<file path="src/rtl/hba_mailbox_pkg.sv">
// Register map and bit positions shared by the mailbox top and its bench.
package hba_mailbox_pkg;

   typedef enum logic [7:0] {
      REG_CTRL   = 8'h00,
      REG_STATUS = 8'h01,
      REG_COUNT  = 8'h02,
      REG_DATA   = 8'h03,
      REG_THRESH = 8'h04
   } reg_addr_e;

   // CTRL bit positions
   localparam int CTRL_ENABLE = 0;
   localparam int CTRL_IRQ_EN = 1;
   localparam int CTRL_FLUSH  = 2;

   // STATUS bit positions
   localparam int STAT_EMPTY = 0;
   localparam int STAT_FULL  = 1;
   localparam int STAT_OVF   = 2;
   localparam int STAT_UDF   = 3;

endpackage

</file>
<file path="src/rtl/hba_mailbox_fifo.sv">
// Synchronous byte FIFO with flush; head entry is presented combinationally.
module hba_mailbox_fifo #(
   parameter int DEPTH_LOG2 = 4,
   parameter int WIDTH      = 8
) (
   input  logic                  clk_i,
   input  logic                  rst_n_i,
   input  logic                  push_i,
   input  logic                  pop_i,
   input  logic                  flush_i,
   input  logic [WIDTH-1:0]      din_i,
   output logic [WIDTH-1:0]      dout_o,
   output logic [DEPTH_LOG2:0]   count_o,
   output logic                  empty_o,
   output logic                  full_o
);

   localparam int DEPTH = 1 << DEPTH_LOG2;

   logic [WIDTH-1:0]      mem_q [DEPTH];
   logic [DEPTH_LOG2-1:0] wr_ptr_q, wr_ptr_d;
   logic [DEPTH_LOG2-1:0] rd_ptr_q, rd_ptr_d;
   logic [DEPTH_LOG2:0]   count_q, count_d;
   logic                  do_push, do_pop;

   assign empty_o = (count_q == '0);
   assign full_o  = (count_q == (DEPTH_LOG2+1)'(DEPTH));
   assign do_push = push_i & ~full_o & ~flush_i;
   assign do_pop  = pop_i & ~empty_o & ~flush_i;
   assign dout_o  = mem_q[rd_ptr_q];
   assign count_o = count_q;

   // Next-state for pointers and occupancy; flush wins over everything.
   always_comb begin
      // NOTE: every output gets a default first so no path leaves it unassigned (no latch).
      wr_ptr_d = wr_ptr_q;
      rd_ptr_d = rd_ptr_q;
      count_d  = count_q;
      if (flush_i) begin
         wr_ptr_d = '0;
         rd_ptr_d = '0;
         count_d  = '0;
      end else begin
         if (do_push) wr_ptr_d = wr_ptr_q + 1'b1;
         if (do_pop)  rd_ptr_d = rd_ptr_q + 1'b1;
         case ({do_push, do_pop})
            2'b10:   count_d = count_q + 1'b1;
            2'b01:   count_d = count_q - 1'b1;
            default: count_d = count_q;
         endcase
      end
   end

   // Pointer and occupancy registers with synchronous active-low reset.
   always_ff @(posedge clk_i) begin
      // NOTE: non-blocking assignments for all state so every register samples pre-edge values.
      if (!rst_n_i) begin
         wr_ptr_q <= '0;
         rd_ptr_q <= '0;
         count_q  <= '0;
      end else begin
         wr_ptr_q <= wr_ptr_d;
         rd_ptr_q <= rd_ptr_d;
         count_q  <= count_d;
      end
   end

   // Storage write port.
   always_ff @(posedge clk_i) begin
      // NOTE: storage is not reset; occupancy alone defines which entries are valid.
      if (do_push) mem_q[wr_ptr_q] <= din_i;
   end

endmodule

</file>
<file path="src/rtl/hba_mailbox.sv">
// HBA responder: address decode, one-cycle ack, mailbox registers, interrupt.
module hba_mailbox
   import hba_mailbox_pkg::*;
#(
   parameter int DBUS_WIDTH        = 8,
   parameter int PERIPH_ADDR_WIDTH = 4,
   parameter int REG_ADDR_WIDTH    = 8,
   parameter int ADDR_WIDTH        = PERIPH_ADDR_WIDTH + REG_ADDR_WIDTH,
   parameter int PERIPH_ADDR       = 0,
   parameter int DEPTH_LOG2        = 4
) (
   input  logic                  hba_clk,
   input  logic                  hba_reset,
   input  logic [ADDR_WIDTH-1:0] hba_abus,
   input  logic                  hba_select,
   input  logic                  hba_rnw,
   input  logic [DBUS_WIDTH-1:0] hba_dbus,
   output logic                  hba_xferack_slave,
   output logic [DBUS_WIDTH-1:0] hba_dbus_slave,
   output logic                  slave_interrupt
);

   logic                      ack_q;
   logic [DBUS_WIDTH-1:0]     rdata_q, rdata_d;
   logic                      enable_q, enable_d;
   logic                      irq_en_q, irq_en_d;
   logic [DBUS_WIDTH-1:0]     thresh_q, thresh_d;
   logic                      ovf_q, ovf_d;
   logic                      udf_q, udf_d;
   logic                      irq_q, irq_d;

   logic                      hit;
   logic [REG_ADDR_WIDTH-1:0] reg_addr;
   logic                      push, pop, flush;
   logic [DBUS_WIDTH-1:0]     fifo_dout;
   logic [DEPTH_LOG2:0]       fifo_count;
   logic                      fifo_empty, fifo_full;
   logic [DBUS_WIDTH-1:0]     count_ext, ctrl_rd, status_rd;

   // A transfer is never accepted during its own ack cycle.
   assign hit = hba_select
              & (hba_abus[ADDR_WIDTH-1:REG_ADDR_WIDTH] == PERIPH_ADDR_WIDTH'(PERIPH_ADDR))
              & ~ack_q;
   assign reg_addr  = hba_abus[REG_ADDR_WIDTH-1:0];
   assign count_ext = DBUS_WIDTH'(fifo_count);

   hba_mailbox_fifo #(
      .DEPTH_LOG2 (DEPTH_LOG2),
      .WIDTH      (DBUS_WIDTH)
   ) u_fifo (
      .clk_i   (hba_clk),
      .rst_n_i (hba_reset),
      .push_i  (push),
      .pop_i   (pop),
      .flush_i (flush),
      .din_i   (hba_dbus),
      .dout_o  (fifo_dout),
      .count_o (fifo_count),
      .empty_o (fifo_empty),
      .full_o  (fifo_full)
   );

   // Read-back images of CTRL and STATUS; flush is never stored so reads 0.
   always_comb begin
      ctrl_rd                = '0;
      ctrl_rd[CTRL_ENABLE]   = enable_q;
      ctrl_rd[CTRL_IRQ_EN]   = irq_en_q;
      status_rd              = '0;
      status_rd[STAT_EMPTY]  = fifo_empty;
      status_rd[STAT_FULL]   = fifo_full;
      status_rd[STAT_OVF]    = ovf_q;
      status_rd[STAT_UDF]    = udf_q;
   end

   // Register file next-state, FIFO strobes and read mux for the accepted transfer.
   always_comb begin
      enable_d = enable_q;
      irq_en_d = irq_en_q;
      thresh_d = thresh_q;
      ovf_d    = ovf_q;
      udf_d    = udf_q;
      rdata_d  = '0;
      push     = 1'b0;
      pop      = 1'b0;
      flush    = 1'b0;
      if (hit && hba_rnw) begin
         case (reg_addr)
            REG_ADDR_WIDTH'(REG_CTRL):   rdata_d = ctrl_rd;
            REG_ADDR_WIDTH'(REG_STATUS): rdata_d = status_rd;
            REG_ADDR_WIDTH'(REG_COUNT):  rdata_d = count_ext;
            REG_ADDR_WIDTH'(REG_THRESH): rdata_d = thresh_q;
            REG_ADDR_WIDTH'(REG_DATA): begin
               if (enable_q) begin
                  if (fifo_empty) begin
                     udf_d = 1'b1;
                  end else begin
                     pop     = 1'b1;
                     rdata_d = fifo_dout;
                  end
               end
            end
            default: rdata_d = '0;
         endcase
      end else if (hit) begin
         case (reg_addr)
            REG_ADDR_WIDTH'(REG_CTRL): begin
               enable_d = hba_dbus[CTRL_ENABLE];
               irq_en_d = hba_dbus[CTRL_IRQ_EN];
               flush    = hba_dbus[CTRL_FLUSH];
            end
            REG_ADDR_WIDTH'(REG_STATUS): begin
               if (hba_dbus[STAT_OVF]) ovf_d = 1'b0;
               if (hba_dbus[STAT_UDF]) udf_d = 1'b0;
            end
            REG_ADDR_WIDTH'(REG_THRESH): thresh_d = hba_dbus;
            REG_ADDR_WIDTH'(REG_DATA): begin
               if (enable_q) begin
                  if (fifo_full) ovf_d = 1'b1;
                  else           push  = 1'b1;
               end
            end
            default: ;
         endcase
      end
   end

   // Level interrupt from current registered state, so it trails COUNT by one cycle.
   assign irq_d = irq_en_q & enable_q & (thresh_q != '0) & (count_ext >= thresh_q);

   // Bus-side and register state with synchronous active-low reset.
   always_ff @(posedge hba_clk) begin
      if (!hba_reset) begin
         ack_q    <= 1'b0;
         rdata_q  <= '0;
         enable_q <= 1'b0;
         irq_en_q <= 1'b0;
         thresh_q <= '0;
         ovf_q    <= 1'b0;
         udf_q    <= 1'b0;
         irq_q    <= 1'b0;
      end else begin
         ack_q    <= hit;
         rdata_q  <= rdata_d;
         enable_q <= enable_d;
         irq_en_q <= irq_en_d;
         thresh_q <= thresh_d;
         ovf_q    <= ovf_d;
         udf_q    <= udf_d;
         irq_q    <= irq_d;
      end
   end

   assign hba_xferack_slave = ack_q;
   assign hba_dbus_slave    = rdata_q;
   assign slave_interrupt   = irq_q;

endmodule

</file>
<file path="config.mk">
export PLATFORM = sky130hd
export DESIGN_NAME = hba_mailbox
export DESIGN_NICKNAME = d
export VERILOG_FILES = /design/src/rtl/hba_mailbox_pkg.sv /design/src/rtl/hba_mailbox_fifo.sv /design/src/rtl/hba_mailbox.sv
export SDC_FILE = /design/constraint.sdc
export NUM_CORES = 1
export LEC_CHECK = 0
export BUFFER_PORTS_ARGS = -buffer_cell sky130_fd_sc_hd__buf_2
export CORE_ASPECT_RATIO = 0.9
export CORE_MARGIN = 4
export CORE_UTILIZATION = 55
export DETAILED_ROUTE_END_ITERATION = 10
export GPL_ROUTABILITY_DRIVEN = 0
export PLACE_DENSITY = 0.75
export SYNTH_ARGS = -nofsm -noshare
export SYNTH_HDL_FRONTEND = slang
export SYNTH_SLANG_ARGS = --single-unit
</file>
<file path="constraint.sdc">
create_clock -name hba_clk -period 3.4 [get_ports hba_clk]
set_clock_uncertainty 0.1 [all_clocks]
set_input_delay 0.34 -clock hba_clk [delete_from_list [all_inputs] [get_ports hba_clk]]
set_output_delay 0.34 -clock hba_clk [all_outputs]
set_load 0.02 [all_outputs]
</file>
==> results.ini, run 1 <==
[outcome]
outcome = completed

[routing]
wirelength_mm = 15.0
drt_first_pass_iters = 7
viasPerCell = 6.10
ant_nets = 0
vias = 4194
routedWlPerCell_um = 21.8
drc = 0
drtIter0Drc = 437

[clock_tree]
cts_max_path_buffers = 2
htreeDepth = 4
clockRootBuffer = clkbuf_16
cts_tree = done
postCtsSetupBuffers = 0
cts.sinks = 167
cts_inserted_buffers = 17
path_clk_slew_ns = 0.06
insertion_delay_ns = 0.43

[timing]
maxSlewHeadroom = 0.430
timing.fmax_mhz = 320
fin_crit_sh = 0.920
rsz0062_at_grt = no
hold_violations = 0
setup_slack_ns = 0.274
worst_pin_slew_ns = 0.852
period_minus_slack_ns = 3.13
slew_viol_final = 0
final-setup-viol-count = 0

[worst_hold_path]
hp-class = in2reg
hold_depth = 3
hp-start = hba_reset
hold_end = ovf_q

[placement]
preCtsSetupSlack_ns = -0.133
hpwl_mm = 10.1
place_inst = 656
dpl_cell_area_um2 = 7510
portBuffers = 33

[logic_synthesis]
ys_top_cells_by_count = 128 x edfxtp_1, 39 x dfxtp_1, 35 x nor2_1
synth-seq-area-share = 0.656
synth_ff_type = edfxtp_1
syn_area_um2 = 7050
synth_edf_count = 128
yosys.area.top_type = edfxtp_1
synth_cells = 458
synth.distinct_cells = 55
yosysMostFrequentCell = edfxtp_1
synth-seq-cells = 167
syn_area_per_cell_um2 = 15.4
synth_area_leaders = edfxtp_1 55%, dfxtp_1 11%, mux4_2 10%, mux2i_1 2.7%, ha_1 2.5%
synth_top_cell_area_share = 0.545
synth-async-reset-ratio = 0
synth_fp_nets = 496
ys_warn_count = 0

[setup_path]
cpPeakStageDelay_ns = 0.40
r2r_start = u_fifo.count_o[0]
crit_family = compound AO/OA/AOI/OAI gates
critical-path-slowest-cell = dfxtp_2
crit_type = reg2reg
cp.required_ns = 3.65
worstPathCellList = nor4_1, buf_4, a2111oi_2, and2_1, inv_1, ha_1, xor2_1, ha_1, a211o_1, a21oi_1, a221oi_1, or3_1, a21oi_1
cp.arrival_ns = 3.38
r2r_end = u_fifo.count_o[4]
r2r_slack_ns = 0.27
critPathMaxFanout = 6
cp-start-kind = flip-flop
cp.buffers_inverters = 2
end_kind = flip-flop
rr_worst_depth = 13

[layout]
n_fill_cell = 864
num_antenna_cells = 0
fin_cells = 688
design_area_um2 = 8060
final_util = 0.655
ff_latch_area_um2 = 4630
layout-drive-gt1-share = 0.271
area_growth_pct = 14.4
nets = 553
multiInputGateArea_um2 = 2250

[die]
dieArea_um2 = 14700
coreArea_um2 = 12300
die_x_um = 127
dieHeight_um = 115
start_util = 0.572
fp-row-count = 38
ios = 34

[grt]
grt_pass1_vias = 4206
grt_start_max_net_pins = 23
overflow = 0
grtUsageTotal = 0.224
grt_pass1_wl_mm = 24.0
antenna_found_initial = 0

[pwr]
p_per_area_nw_per_um2 = 498
p_leak_nw = 2.66
peakVddDrop_v = 0.000421
power.total_mw = 4.01

[run]
max_cap_viol_count = 0

through the flow:
stage / hold slack (ns) / TNS [ns]
2_1_floorplan: 0.335 / 0
3_3_place_gp: 0.354 / 0
3_5_place_dp: 0.363 / -0.133
4_1_cts: 0.119 / 0
5_1_grt: 0.152 / 0
6_report: 0.141 / 0
state kept, by name, indices dropped and copies added, names as in the netlist, named ones only:
register           cells
enable_q               1
hba_dbus_slave         8
u_fifo.wr_ptr_q        4
irq_en_q               1
slave_interrupt        1
u_fifo.rd_ptr_q        4
hba_xferack_slave      1
udf_q                  1
u_fifo.mem_q         128
thresh_q               8
ovf_q                  1
u_fifo.count_o         5
cells in the final DEF (no fill, tap or decap), types with 4 or more instances in the layout:
| cell | count |
|---|---|
| a211o_1 | 5 |
| a211oi_1 | 5 |
| a21o_1 | 4 |
| a21oi_1 | 18 |
| a22oi_1 | 9 |
| buf_2 | 33 |
| buf_4 | 27 |
| clkbuf_16 | 17 |
| clkinv_1 | 4 |
| dfxtp_1 | 36 |
| edfxtp_1 | 128 |
| ha_1 | 14 |
| inv_1 | 15 |
| mux2i_1 | 19 |
| mux4_2 | 32 |
| nand2_1 | 23 |
| nand2b_1 | 7 |
| nand3_1 | 8 |
| nor2_1 | 35 |
| nor2b_1 | 11 |
| nor3_1 | 9 |
| o22a_2 | 4 |
| or2_2 | 4 |
| or3_1 | 6 |
| xor2_1 | 4 |
cell families (layout without fill, tap and decap cells):
family | count (synthesis) | in the layout | synth area share
DFF | 167 | 167 | 0.656
xor gates and xnor gates | 6 | 6 | 0.00746
buffers and inverters | 38 | 108 | 0.0254
adders and majority gates | 14 | 14 | 0.0249
AOI/OAI and AO/OA | 62 | 62 | 0.0653
and+or+nand+nor | 119 | 119 | 0.0898
muxes | 52 | 52 | 0.131
area by class of cell:
class                   instances  area share
flip-flops and latches        167       0.574
multi-input cells             253       0.279
clock buffers                  19      0.0537
repair buffers                 61      0.0481
well taps                     160      0.0248
clock inverters                13      0.0133
inverters                      15     0.00698
timing repair:
action                     in CTS  in global routing
hold buffers                    0                  0
gates resized for setup         0                  4
setup endpoints to repair       0                  2
power breakdown:
group | switching (mW) | internal (mW) | total [mW]
clock network | 0.758 | 0.999 | 1.76
logic | 0.0480 | 0.0162 | 0.0642
registers | 0.0000459 | 2.19 | 2.19
worst max path at each step:
stage          slack (ns)                end  cells after the start         startpoint
2_1_floorplan        0.05  u_fifo.count_o[4]                     13        hba_abus[9]
3_3_place_gp         0.05  u_fifo.count_o[4]                     13        hba_abus[9]
3_5_place_dp        -0.13  u_fifo.count_o[4]                     13        hba_abus[9]
4_1_cts              0.09  u_fifo.count_o[4]                     13  u_fifo.count_o[0]
5_1_grt              0.04  u_fifo.count_o[4]                     13  u_fifo.count_o[0]
6_report             0.27  u_fifo.count_o[4]                     13  u_fifo.count_o[0]
metal layers:
metal | track usage | part of all wire
met5 | 0 | 0
met4 | 0.0951 | 0.019
met3 | 0.0474 | 0.075
met2 | 0.344 | 0.47
met1 | 0.317 | 0.43
worst reg2reg max path, cell delays in order, from the launching register on:
cell	delay (ns)
dfxtp_2	0.40
nor4_1	0.09
buf_4	0.16
a2111oi_2	0.38
and2_1	0.21
inv_1	0.07
ha_1	0.25
xor2_1	0.17
ha_1	0.22
a211o_1	0.28
a21oi_1	0.17
a221oi_1	0.08
or3_1	0.33
a21oi_1	0.16
(Power assumes the default switching activity.)
==> run 2: changes to the inputs <==
--- a/config.mk
+++ b/config.mk
@@ -7,11 +7,11 @@
 export LEC_CHECK = 0
 export BUFFER_PORTS_ARGS = -buffer_cell sky130_fd_sc_hd__buf_2
 export CORE_ASPECT_RATIO = 0.9
-export CORE_MARGIN = 4
-export CORE_UTILIZATION = 55
+export CORE_MARGIN = 1
+export CORE_UTILIZATION = 60
 export DETAILED_ROUTE_END_ITERATION = 10
 export GPL_ROUTABILITY_DRIVEN = 0
-export PLACE_DENSITY = 0.75
+export PLACE_DENSITY = 0.78
 export SYNTH_ARGS = -nofsm -noshare
 export SYNTH_HDL_FRONTEND = slang
 export SYNTH_SLANG_ARGS = --single-unit
==> constraint.sdc (replaced) <==
create_clock -name hba_clk -period 3.5 [get_ports hba_clk]
set_clock_uncertainty 0.1 [all_clocks]
set_input_delay 0.35 -clock hba_clk [delete_from_list [all_inputs] [get_ports hba_clk]]
set_output_delay 0.35 -clock hba_clk [all_outputs]
set_load 0.02 [all_outputs]
==> results.ini, run 2 (synthesis gave the netlist of run 1 again) <==
[layout]
layout-drive-gt1-share = 0.267
nets = 550
n_fill_cell = 754
final_cell_mix = 128 x edfxtp_1, 38 x dfxtp_1, 35 x nor2_1
num_antenna_cells = 0
multiInputGateArea_um2 = 2250
layout_commonest_cell = edfxtp_1
top_register = u_fifo.mem_q
largest_register_ffs = 128
area_growth_pct = 14.1
ff_latch_area_um2 = 4630

[grt]
antenna_found_initial = 0
grt_pass1_wl_mm = 23.3
grtUsageTotal = 0.272
grt_pass1_vias = 4224
grt_start_max_net_pins = 22
overflow = 0

[clock_tree]
cts.sinks = 167
cts_tree = done
cts_max_path_buffers = 2
htreeDepth = 4
insertion_delay_ns = 0.43
clockRootBuffer = clkbuf_16
path_clk_slew_ns = 0.07
cts_hold_buf = 0
cts_inserted_buffers = 17
cts_resized = 0
postCtsSetupBuffers = 0

[routing]
drt_first_pass_iters = 10
routedWlPerCell_um = 21.9
ant_nets = 0
wirelength_mm = 14.9
drtIter0Drc = 553
drc = 2
viasPerCell = 6.17
vias = 4197

[setup_path]
cp.required_ns = 3.76
crit_type = reg2reg
rr_worst_depth = 12
r2r_slack_ns = 0.28
r2r_start = u_fifo.count_o[0]
cp.arrival_ns = 3.48
end_kind = flip-flop
critPathMaxFanout = 6
cp-start-kind = flip-flop
critical-path-slowest-cell = a2111oi_0
worstPathCellList = nor4_2, a2111oi_0, and2_1, inv_1, ha_1, xor2_1, ha_1, a211o_1, a21oi_1, a221oi_1, or3_1, a21oi_1
cpPeakStageDelay_ns = 0.55
r2r_end = u_fifo.count_o[4]

[timing]
worst_pin_slew_ns = 0.959
slew_viol_final = 0
final-setup-viol-count = 0
hold_violations = 0
setup_slack_ns = 0.281
maxSlewHeadroom = 0.360
rsz0062_at_grt = no
timing.fmax_mhz = 311
fin_crit_sh = 0.920
period_minus_slack_ns = 3.22

[run]
max_cap_viol_count = 0

[die]
dieHeight_um = 105
dieArea_um2 = 12200
die_x_um = 116
coreArea_um2 = 11400
fp-row-count = 37
start_util = 0.616
ios = 34

[outcome]
violations = design-rule violations
outcome = finished with violations

[placement]
portBuffers = 33
hpwl_mm = 9.68
preCtsSetupSlack_ns = -0.0222

[pwr]
power.total_mw = 3.98
p_leak_nw = 2.65
peakVddDrop_v = 0.000493
p_per_area_nw_per_um2 = 495

[worst_hold_path]
hold_end = ovf_q
hold_depth = 3
hp-class = in2reg
hp-start = hba_reset

[run 2: changes by cell type in the layout (fill, tap and decap cells not counted), sizes merged]
cell,before,now
bufinv,1,2
clkinv,8,5
clkinvlp,3,5
clkbuf,19,18
buf,61,58
[run 2: where the power goes]
| part | switching (mW) | internal, mW | total, mW | leakage [nW] |
|---|---|---|---|---|
| sequential | 0.0000517 | 2.13 | 2.13 | 1.46 |
| clock | 0.750 | 1.04 | 1.79 | 0.259 |
| combinational | 0.0444 | 0.0155 | 0.0599 | 0.928 |
[run 2: worst max path at each step]
stage	from	to	slack [ns]	cells after the start
5_1_grt	u_fifo.count_o[0]	u_fifo.count_o[4]	0.09	12
4_1_cts	u_fifo.count_o[0]	u_fifo.count_o[4]	0.28	12
2_1_floorplan	hba_abus[9]	u_fifo.count_o[4]	0.14	13
3_3_place_gp	hba_abus[9]	u_fifo.count_o[4]	0.15	13
3_5_place_dp	hba_abus[5]	u_fifo.count_o[4]	-0.02	12
6_report	u_fifo.count_o[0]	u_fifo.count_o[4]	0.28	12
[run 2: area by class of cell]
cell class,instances,area share
clock buffers,18,0.0534
clock inverters,13,0.0165
inverters,15,0.00700
multi-input cells,253,0.280
flip-flops and latches,167,0.575
well taps,156,0.0243
repair buffers,58,0.0439
[run 2: through the flow]
| step | utilization | hold WS [ns] | area [um^2] | cells | setup TNS [ns] |
|---|---|---|---|---|---|
| 2_1_floorplan | - | 0.335 | 7050 | 458 | 0 |
| 3_3_place_gp | 0.654 | 0.354 | 7470 | 649 | 0 |
| 3_5_place_dp | 0.654 | 0.364 | 7470 | 649 | -0.0222 |
| 4_1_cts | 0.703 | 0.139 | 8040 | 680 | 0 |
| 5_1_grt | 0.703 | 0.152 | 8040 | 680 | 0 |
| 6_report | 0.703 | 0.149 | 8040 | 680 | 0 |
[run 2: worst max-delay path, delay by kind of cell, from the launching register on]
| kind | cells | cell delay (ns) |
|---|---|---|
| adder cells (fa/ha/maj) | 2 | 0.47 |
| flip-flops | 1 | 0.48 |
| AND/OR/NAND/NOR | 3 | 0.69 |
| buffers and inverters | 1 | 0.06 |
| AO/OA/AOI/OAI | 5 | 1.18 |
| XOR/XNOR | 1 | 0.17 |
[run 2: layer usage]
layer / GRT usage / up-vias / wire [um]
met4: 0.101 / 0 / 289
met2: 0.426 / 162 / 7270
met1: 0.374 / 2132 / 6320
li1: - / 1877 / -
met5: 0 / - / 0
met3: 0.0603 / 26 / 997
==> run 3: changes to the inputs <==
--- a/config.mk
+++ b/config.mk
@@ -5,13 +5,14 @@
 export SDC_FILE = /design/constraint.sdc
 export NUM_CORES = 1
 export LEC_CHECK = 0
-export BUFFER_PORTS_ARGS = -buffer_cell sky130_fd_sc_hd__buf_2
+export BUFFER_PORTS_ARGS = -buffer_cell sky130_fd_sc_hd__buf_4
 export CORE_ASPECT_RATIO = 0.9
 export CORE_MARGIN = 1
 export CORE_UTILIZATION = 60
 export DETAILED_ROUTE_END_ITERATION = 10
 export GPL_ROUTABILITY_DRIVEN = 0
 export PLACE_DENSITY = 0.78
+export REMOVE_ABC_BUFFERS = 1
 export SYNTH_ARGS = -nofsm -noshare
 export SYNTH_HDL_FRONTEND = slang
 export SYNTH_SLANG_ARGS = --single-unit
==> results.ini, run 3 (synthesis gave the netlist of run 1 again) <==
[layout]
top_register = u_fifo.mem_q
num_antenna_cells = 0
layout_commonest_cell = edfxtp_1
area_growth_pct = 15.9
fin_cells = 683
final_cell_mix = 128 x edfxtp_1, 60 x buf_4, 38 x dfxtp_1
nets = 552
largest_register_ffs = 128
layout-drive-gt1-share = 0.264

[die]
die_x_um = 116
start_util = 0.616
dieArea_um2 = 12200
ios = 34
fp-row-count = 37
coreArea_um2 = 11400
dieHeight_um = 105

[timing]
maxSlewHeadroom = 0.412
slew_viol_final = 0
worst_pin_slew_ns = 0.879
timing.fmax_mhz = 309
final-setup-viol-count = 0
fin_crit_sh = 0.926
tns_ns = 0
period_minus_slack_ns = 3.24
rsz0062_at_grt = no
hold_violations = 0

[pwr]
p_per_area_nw_per_um2 = 501
internal_power_mw = 3.34
comb_power_share = 0.017
swShare = 0.185
peakVddDrop_v = 0.000404
power.switching_mw = 0.757
seqPwrFrac = 0.520
p_clk_frac = 0.463
power.total_mw = 4.09
p_leak_nw = 2.71

[setup_path]
cpMostUsedCell = ha_1
critical-path-slowest-cell = nor4_1
worstPathCellList = nor4_1, a2111oi_0, and2_1, inv_1, ha_1, xor2_1, ha_1, nor2_1, o32ai_1, a221oi_1, or3_1, a21oi_1
cp-start-kind = flip-flop
critPathMaxFanout = 6
cp.buffers_inverters = 1
end_kind = flip-flop
cp.arrival_ns = 3.49
cp.required_ns = 3.75
crit_type = reg2reg
crit_family = simple AND/OR/NAND/NOR gates
cpPeakStageDelay_ns = 0.61

[clock_tree]
cts_resized = 0
insertion_delay_ns = 0.42
path_clk_slew_ns = 0.06
cts.sinks = 167
cts_inserted_buffers = 17
cts_max_path_buffers = 2
htreeDepth = 4
postCtsSetupBuffers = 0
clockRootBuffer = clkbuf_16
cts_hold_buf = 0
cts_tree = done

[run]
max_cap_viol_count = 0

[routing]
ant_nets = 0
drt_first_pass_iters = 4
drtIter0Drc = 422
vias = 4161
routedWlPerCell_um = 22.2
drc = 0
wirelength_mm = 15.2
viasPerCell = 6.09

[grt]
grtUsageTotal = 0.276
grt_pass1_wl_mm = 23.5
grt_start_max_net_pins = 25
overflow = 0
antenna_found_initial = 0
grt_pass1_vias = 4268

[placement]
hpwl_mm = 9.92
place_inst = 651
portBuffers = 33

[outcome]
outcome = completed

[worst_hold_path]
hp-class = in2reg

[run 3: layout make-up]
type | instances | area [um^2]
Clock inverter | 11 | 155
Fill cell | 743 | 3270
Timing Repair Buffer | 60 | 450
Sequential cell | 167 | 4630
Inverter | 15 | 56.3
Clock buffer | 21 | 440
Multi-Input combinational cell | 253 | 2240
Tap cell | 156 | 195
[run 3: worst paths after layout]
check / from / to / slack [ns] / cells after the start
max: u_fifo.count_o[0] / u_fifo.count_o[4] / 0.26 / 12
max reg2reg: u_fifo.count_o[0] / u_fifo.count_o[4] / 0.26 / 12
min reg2reg: ovf_q / ovf_q / 0.38 / 2
min: hba_abus[1] / ovf_q / 0.13 / 3
[run 3: tightest hold or removal path, cell delays in order]
cell     delay (ns)
buf_4          0.14
nand2_1        0.06
mux2i_1        0.06
[run 3: power by group through the flow]
| stage | registers (mW) | logic [mW] | clock network [mW] |
|---|---|---|---|
| after floorplan | 2.17 | 0.0152 | 0 |
| after global placement | 2.17 | 0.0653 | 0 |
| after detailed placement | 2.17 | 0.0678 | 0 |
| after CTS | 2.13 | 0.0681 | 1.93 |
| after global routing | 2.13 | 0.0739 | 2.01 |
| final | 2.13 | 0.0687 | 1.89 |
[run 3: per-layer routing]
layer | part of all wire | vias up | global-route usage
li1 | - | 1882 | -
met1 | 0.42 | 2070 | 0.377
met2 | 0.49 | 188 | 0.431
met3 | 0.073 | 21 | 0.0771
met4 | 0.016 | 0 | 0.0879
met5 | 0 | - | 0
[run 3: through the flow]
stage	util	instance area (um^2)	setup WS, ns	hold slack (ns)
after floorplan	-	6920	0.116	0.335
after global placement	0.662	7570	0.159	0.352
after detailed placement	0.662	7570	0.0519	0.371
after CTS	0.714	8170	0.353	0.110
after global routing	0.714	8170	0.121	0.126
final	0.714	8170	0.260	0.133
